[src/rtl/adc_spi_pkg.sv]
// adc_spi_pkg: shared constants and types for the ADC SPI responder.
// Frame geometry, FSM states and channel/sample types.
package adc_spi_pkg;

    localparam int DATA_W      = 12;
    localparam int N_CH        = 8;
    localparam int CH_W        = $clog2(N_CH);
    localparam int SYNC_STAGES = 2;
    localparam int LEAD_ZEROS  = 4;
    localparam int WORD_W      = LEAD_ZEROS + DATA_W;

    typedef logic [4:0]        cnt_t;
    typedef logic [CH_W-1:0]   ch_t;
    typedef logic [DATA_W-1:0] sample_t;
    typedef logic [WORD_W-1:0] word_t;

    localparam cnt_t FRAME_BITS      = 5'd16;
    localparam cnt_t ADDR_FIRST_EDGE = 5'd3;
    localparam cnt_t ADDR_LAST_EDGE  = 5'd5;

    typedef enum logic {
        IDLE,
        SHIFT
    } state_e;

endpackage

[src/rtl/sync_edge_det.sv]
// sync_edge_det: multi-flop synchronizer for an asynchronous pin
// followed by one history flop producing single-cycle rise/fall pulses.
module sync_edge_det #(
    parameter int   STAGES  = 2,
    parameter logic RST_VAL = 1'b0
) (
    input  logic clk_i,
    input  logic rst_i,
    input  logic d_i,
    output logic rise_o,
    output logic fall_o
);

    logic [STAGES-1:0] sync_q;
    logic              prev_q;
    logic              sync_s;

    assign sync_s = sync_q[STAGES-1];

    // Shift the pin through the synchronizer and remember the last value.
    always_ff @(posedge clk_i) begin
        if (rst_i) begin
            sync_q <= {STAGES{RST_VAL}};
            prev_q <= RST_VAL;
        end else begin
            sync_q <= {sync_q[STAGES-2:0], d_i};
            prev_q <= sync_s;
        end
    end

    assign rise_o = sync_s & ~prev_q;
    assign fall_o = ~sync_s & prev_q;

endmodule

[src/rtl/adc_spi_responder.sv]
// adc_spi_responder: on-chip stand-in for an 8-channel 12-bit SPI ADC.
// Define ADC_RESP_AUTOINC_EN to ramp each channel after it is read.
module adc_spi_responder
    import adc_spi_pkg::*;
(
    input  logic              iCLK,
    input  logic              iRST,
    input  logic              iCS_n,
    input  logic              iSCLK,
    input  logic              iDIN,
    output logic              oDOUT,
    output logic              oDOUT_EN,
    input  logic              iWR_EN,
    input  logic [CH_W-1:0]   iWR_CH,
    input  logic [DATA_W-1:0] iWR_DATA,
    output logic              oBUSY,
    output logic              oFRAME_DONE,
    output logic [CH_W-1:0]   oLAST_CH
);

    logic cs_rise, cs_fall;
    logic sclk_rise, sclk_fall;
    logic [SYNC_STAGES-1:0] din_sync_q;
    logic din_s;

    state_e  state_q, state_d;
    cnt_t    cnt_q, cnt_d;
    word_t   word_q, word_d;
    ch_t     new_addr_q, new_addr_d;
    ch_t     pend_q, pend_d;
    ch_t     last_q, last_d;
    logic    done_q, done_d;
    sample_t regs_q [N_CH];

    // Both master strobes idle high, so their synchronizers reset high.
    sync_edge_det #(
        .STAGES  (SYNC_STAGES),
        .RST_VAL (1'b1)
    ) u_cs_det (
        .clk_i  (iCLK),
        .rst_i  (iRST),
        .d_i    (iCS_n),
        .rise_o (cs_rise),
        .fall_o (cs_fall)
    );

    sync_edge_det #(
        .STAGES  (SYNC_STAGES),
        .RST_VAL (1'b1)
    ) u_sclk_det (
        .clk_i  (iCLK),
        .rst_i  (iRST),
        .d_i    (iSCLK),
        .rise_o (sclk_rise),
        .fall_o (sclk_fall)
    );

    // DIN needs no edge detect, only the same synchronizer depth.
    always_ff @(posedge iCLK) begin
        if (iRST) begin
            din_sync_q <= '0;
        end else begin
            din_sync_q <= {din_sync_q[SYNC_STAGES-2:0], iDIN};
        end
    end

    assign din_s = din_sync_q[SYNC_STAGES-1];

    // FSM and frame datapath registers.
    always_ff @(posedge iCLK) begin
        if (iRST) begin
            state_q    <= IDLE;
            cnt_q      <= '0;
            word_q     <= '0;
            new_addr_q <= '0;
            pend_q     <= '0;
            last_q     <= '0;
            done_q     <= 1'b0;
        end else begin
            state_q    <= state_d;
            cnt_q      <= cnt_d;
            word_q     <= word_d;
            new_addr_q <= new_addr_d;
            pend_q     <= pend_d;
            last_q     <= last_d;
            done_q     <= done_d;
        end
    end

    // Next state: CS_n edges dominate SCLK edges in the same cycle.
    always_comb begin
        state_d    = state_q;
        cnt_d      = cnt_q;
        word_d     = word_q;
        new_addr_d = new_addr_q;
        pend_d     = pend_q;
        last_d     = last_q;
        done_d     = 1'b0;
        unique case (state_q)
            IDLE: begin
                if (cs_fall) begin
                    state_d = SHIFT;
                    cnt_d   = '0;
                    word_d  = {{LEAD_ZEROS{1'b0}}, regs_q[pend_q]};
                end
            end
            SHIFT: begin
                if (cs_rise) begin
                    state_d = IDLE;
                end else if (sclk_rise) begin
                    if (cnt_q < FRAME_BITS) begin
                        cnt_d = cnt_q + 5'd1;
                        if (cnt_d >= ADDR_FIRST_EDGE &&
                            cnt_d <= ADDR_LAST_EDGE) begin
                            new_addr_d = {new_addr_q[CH_W-2:0], din_s};
                        end
                        if (cnt_d == FRAME_BITS) begin
                            done_d = 1'b1;
                            pend_d = new_addr_d;
                            last_d = new_addr_d;
                        end
                    end
                end else if (sclk_fall) begin
                    // First fall of a frame keeps the MSB already driven.
                    if (cnt_q == FRAME_BITS) begin
                        cnt_d  = '0;
                        word_d = {{LEAD_ZEROS{1'b0}}, regs_q[pend_q]};
                    end else if (cnt_q != '0) begin
                        word_d = {word_q[WORD_W-2:0], 1'b0};
                    end
                end
            end
        endcase
    end

    // Channel register file; an explicit write beats the ramp increment.
    always_ff @(posedge iCLK) begin
        if (iRST) begin
            for (int i = 0; i < N_CH; i++) begin
                regs_q[i] <= '0;
            end
        end else begin
`ifdef ADC_RESP_AUTOINC_EN
            // pend_q still names the channel sent in the closing frame.
            if (done_d) begin
                regs_q[pend_q] <= regs_q[pend_q] + sample_t'(1);
            end
`endif
            if (iWR_EN) begin
                regs_q[iWR_CH] <= iWR_DATA;
            end
        end
    end

    assign oDOUT       = (state_q == SHIFT) & word_q[WORD_W-1];
    assign oDOUT_EN    = (state_q == SHIFT);
    assign oBUSY       = (state_q == SHIFT);
    assign oFRAME_DONE = done_q;
    assign oLAST_CH    = last_q;

endmodule
[config.mk]
export PLATFORM = sky130hd
export DESIGN_NAME = adc_spi_responder
export DESIGN_NICKNAME = d
export VERILOG_FILES = /design/src/rtl/adc_spi_pkg.sv /design/src/rtl/sync_edge_det.sv /design/src/rtl/adc_spi_responder.sv
export SDC_FILE = /design/constraint.sdc
export NUM_CORES = 1
export LEC_CHECK = 0
export CORE_MARGIN = 4
export CORE_UTILIZATION = 59
export DETAILED_ROUTE_END_ITERATION = 7
export GPL_TIMING_DRIVEN = 0
export PLACE_DENSITY = 0.78
export SLEW_MARGIN = 20
export SYNTH_ARGS = -nofsm -noshare
export SYNTH_HDL_FRONTEND = slang
export SYNTH_HIERARCHICAL = 1
export SYNTH_SLANG_ARGS = --single-unit
export TNS_END_PERCENT = 50
[constraint.sdc]
create_clock -name iCLK -period 3.9 [get_ports iCLK]
set_input_delay 0.78 -clock iCLK [delete_from_list [all_inputs] [get_ports iCLK]]
set_output_delay 0.78 -clock iCLK [all_outputs]
set_load 0.03 [all_outputs]
==> results.py, run 1 <==
metrics = {
    "synthesis": {
        "ys_warn_count": 6,
        "synth_largest_area_cell": "edfxtp_1",
        "synth_top_area_share": 0.4798,
        "yosys.cell_count.top_type": "and2_1",
        "ys_types": 39,
        "ys_top_cells_by_area": "edfxtp_1, dfxtp_1, and2_1, mux4_2, mux2i_1",
        "synth_ff_type": "edfxtp_1",
        "syn_nets": 479,
        "ys_ff_latch": 136,
        "syn-cell-area_sq_mm": 0.006008,
        "ys_seq_area_frac": 0.6131,
        "async_flop_share": 0,
        "avgSynthCellArea_sq_um": 13.23,
        "netlist_instances": 454,
        "synth-edff-count": 96,
        "synth_common_cells": "and2_1, edfxtp_1, dfxtp_1",
    },
    "floorplanning": {
        "fp.coreArea_sq_mm": 0.009864,
        "io_pins": 28,
        "design.die.area_sq_mm": 0.01186,
        "rows": 36,
        "die_w_um": 108.9,
        "start_util": 0.6091,
        "die_y_um": 108.9,
    },
    "worst_setup_path": {
        "cp.required_ns": 4.09,
        "r2r_cells": 7,
        "crit_type": "primary input to flip-flop",
        "cp-end-kind": "flip-flop",
        "path_max_fanout": 12,
        "arrival_ns": 2.77,
        "r2r_slack_ns": 1.56,
        "r2r_end": "cnt_q[3]",
        "startpoint_type": "primary input",
        "r2r-start": "cnt_q[0]",
    },
    "cts": {
        "postCtsSetupRepairBufs": 0,
        "cts_resized": 0,
        "cts_made_buffers": 17,
        "root_buffer": "clkbuf_8",
        "h-tree-depth": 4,
        "clk_latency_ns": 0.53,
        "clkSinkCount": 136,
        "clk_pin_slew_ns": 0.05,
        "cts_tree": "done",
        "cts_max_path_buffers": 2,
        "hold_buffers": 0,
    },
    "timing": {
        "finalHoldViolCount": 0,
        "finalCritPeriodShare": 0.6619,
        "tns_ns": 0,
        "fmax_ghz": 0.3874,
        "post-route-min-period_ns": 2.581,
        "setup_slack_ns": 1.319,
        "slew_violations": 0,
        "grt_setup_unrepaired": "false",
        "setup_viol": 0,
        "max_slew_margin": 0.4493,
        "clock_skew_ns": 0.01656,
        "worstMarginPinSlew_ns": 0.8261,
    },
    "power": {
        "irDropWorstVdd_v": 0.0003291,
        "power_density_mw_per_mm2": 466.2,
        "p_leak_nw": 2.424,
        "total_power_mw": 3.253,
    },
    "global_route": {
        "grt_max_degree": 17,
        "antenna_found_initial": 0,
        "grt_pass1_wl_um": 19780,
        "overflow": 0,
        "grt_usage": 0.2271,
        "grt_pass1_vias": 3929,
    },
    "route": {
        "dr.pass1.iters": 5,
        "wl_met2_um": 6174,
        "m1WireLength_um": 5200,
        "wire_per_inst_um": 18.80,
        "drt_iter0_drc": 348,
        "top_layer": "met4",
        "routed-wl-met3_um": 542,
        "routed_wl_um": 12110,
        "ant_nets": 0,
        "vias_per_cell": 5.688,
        "drc": 0,
        "vias": 3663,
    },
    "layout": {
        "seq_area_sq_mm": 0.003684,
        "final_area_sq_mm": 0.006977,
        "fillers": 663,
        "final_layout_size_suffix_gt1_frac": 0.1429,
        "fin_nets": 525,
        "diodes": 0,
        "syn2layout_area_growth_pct": 16.12,
        "fin_util": 0.7073,
        "multi_input_area_sq_mm": 0.002186,
    },
    "hold_path": {
        "min_from": "u_cs_det/sync_q[0]",
        "hp-class": "flip-flop to flip-flop",
        "worst_hold_path.num_cells": 1,
        "min_delay_worst_endpoint": "u_cs_det/sync_q[1]",
    },
    "placement": {
        "dpl_cell_area_sq_mm": 0.006445,
        "dp_slack_ns": 0.7692,
        "portBuffers": 27,
        "dp.final_hpwl_um": 8202,
        "gp_congestion": 0.8025,
    },
    "job": {
        "cap_viol_max_count": 0,
    },
    "outcome": {
        "status": "finished clean",
    },
}
[worst max path at each step]
stage / slack, ns / endpoint / from / cells after the start
floorplan: 1.80 / regs_q[0][0] / iWR_CH[0] / 3
global placement: 0.78 / regs_q[0][4] / iRST / 4
detailed placement: 0.77 / regs_q[0][4] / iRST / 4
CTS: 1.30 / oDOUT / oBUSY / 2
global route: 1.16 / regs_q[0][11] / iRST / 4
finish: 1.32 / regs_q[0][11] / iRST / 4
[registers in the layout (all words and copies together) (netlist names), 2 cells and up, named ones only]
| signal | cells |
|---|---|
| din_sync_q | 2 |
| oLAST_CH | 3 |
| u_sclk_det/sync_q | 2 |
| new_addr_q | 3 |
| u_cs_det/sync_q | 2 |
| regs_q | 96 |
| cnt_q | 5 |
| word_q | 16 |
[routing by layer]
layer,vias up,track usage
met4,0,0.08296
met3,16,0.05921
li1,1720,-
met1,1841,0.2833
met2,86,0.3829
met5,-,0
[final cells by class]
| cell class | instances | share of cell area |
|---|---|---|
| Sequential cell | 136 | 0.5280 |
| Timing Repair Buffer | 27 | 0.03874 |
| Tap cell | 133 | 0.02385 |
| Multi-Input combinational cell | 285 | 0.3133 |
| Buffer | 25 | 0.01560 |
| Inverter | 8 | 0.004304 |
| Clock inverter | 10 | 0.01524 |
| Clock buffer | 20 | 0.06098 |
[cell usage in the layout (no fill, tap or decap), types with 5 or more instances in the layout]
cell / instances
inv_1: 8
nor2_1: 11
nand3_1: 7
mux2i_1: 16
mux4_2: 24
clkbuf_1: 17
o21ai_0: 5
edfxtp_1: 96
nand2b_1: 8
or2_1: 6
dfxtp_1: 40
clkbuf_16: 16
and2_1: 99
o211ai_1: 11
or2_2: 8
buf_2: 9
nand2_1: 32
a21oi_1: 23
clkdlybuf4s50_1: 27
[logic make-up (layout without fill, tap and decap cells)]
logic type	after synthesis	after routing	synth area share
flops	136	136	0.6131
compound gates	46	46	0.05061
simple gates	192	192	0.1835
fa+ha+maj	4	4	0.008330
buf+inv	33	90	0.02311
xor+xnor	2	2	0.002916
mux	41	41	0.1185
[worst max-delay path: stages]
cell             delay (ns)
clkdlybuf4s50_1        0.64
or3b_2                 0.60
nor3_1                 0.36
or2_2                  0.39
[report_power, final]
part	switching, mW	total (mW)	leakage [nW]	internal, mW
Combinational	0.0904	0.158	0.924	0.0675
Clock	0.561	1.45	0.255	0.893
Sequential	0.0222	1.64	1.24	1.62
Total	0.674	3.25	2.42	2.58
[per-stage QoR]
stage | hold WS, ns | cells
2_1_floorplan | 0.3832 | 454
3_3_place_gp | 0.3869 | 614
3_5_place_dp | 0.3925 | 614
4_1_cts | 0.4058 | 644
5_1_grt | 0.4238 | 644
6_report | 0.4034 | 644
Note: power is estimated with default switching activity, not from simulation.
==> run 2: changes to the inputs <==
==> constraint.sdc (replaced) <==
create_clock -name iCLK -period 2.7 [get_ports iCLK]
set_input_delay 0.54 -clock iCLK [delete_from_list [all_inputs] [get_ports iCLK]]
set_output_delay 0.54 -clock iCLK [all_outputs]
set_load 0.03 [all_outputs]
==> results of run 2 <==
Same layout as run 1 (identical final DEF). Status: finished clean.
Main changes from that run: setup slack after placement 0.7692 ns -> -0.1908 ns; setup slack after layout 1.319 ns -> 0.3586 ns; register-to-register setup slack 1.56 ns -> 0.36 ns; total power 3.253 mW -> 4.698 mW; worst IR drop on VDD 0.0003291 V -> 0.0004753 V
==> run 3: changes to the inputs <==
--- a/config.mk
+++ b/config.mk
@@ -5,10 +5,12 @@
 export SDC_FILE = /design/constraint.sdc
 export NUM_CORES = 1
 export LEC_CHECK = 0
+export ABC_CLOCK_PERIOD_IN_PS = 2700
 export CORE_MARGIN = 4
 export CORE_UTILIZATION = 59
 export DETAILED_ROUTE_END_ITERATION = 7
 export GPL_TIMING_DRIVEN = 0
+export HOLD_SLACK_MARGIN = 0.15
 export PLACE_DENSITY = 0.78
 export SLEW_MARGIN = 20
 export SYNTH_ARGS = -nofsm -noshare
==> results of run 3 <==
Same layout as run 1 (identical final DEF). Status: finished clean.
Main changes from that run: setup slack after placement 0.7692 ns -> -0.1908 ns; setup slack after layout 1.319 ns -> 0.3586 ns; register-to-register setup slack 1.56 ns -> 0.36 ns; total power 3.253 mW -> 4.698 mW; worst IR drop on VDD 0.0003291 V -> 0.0004753 V
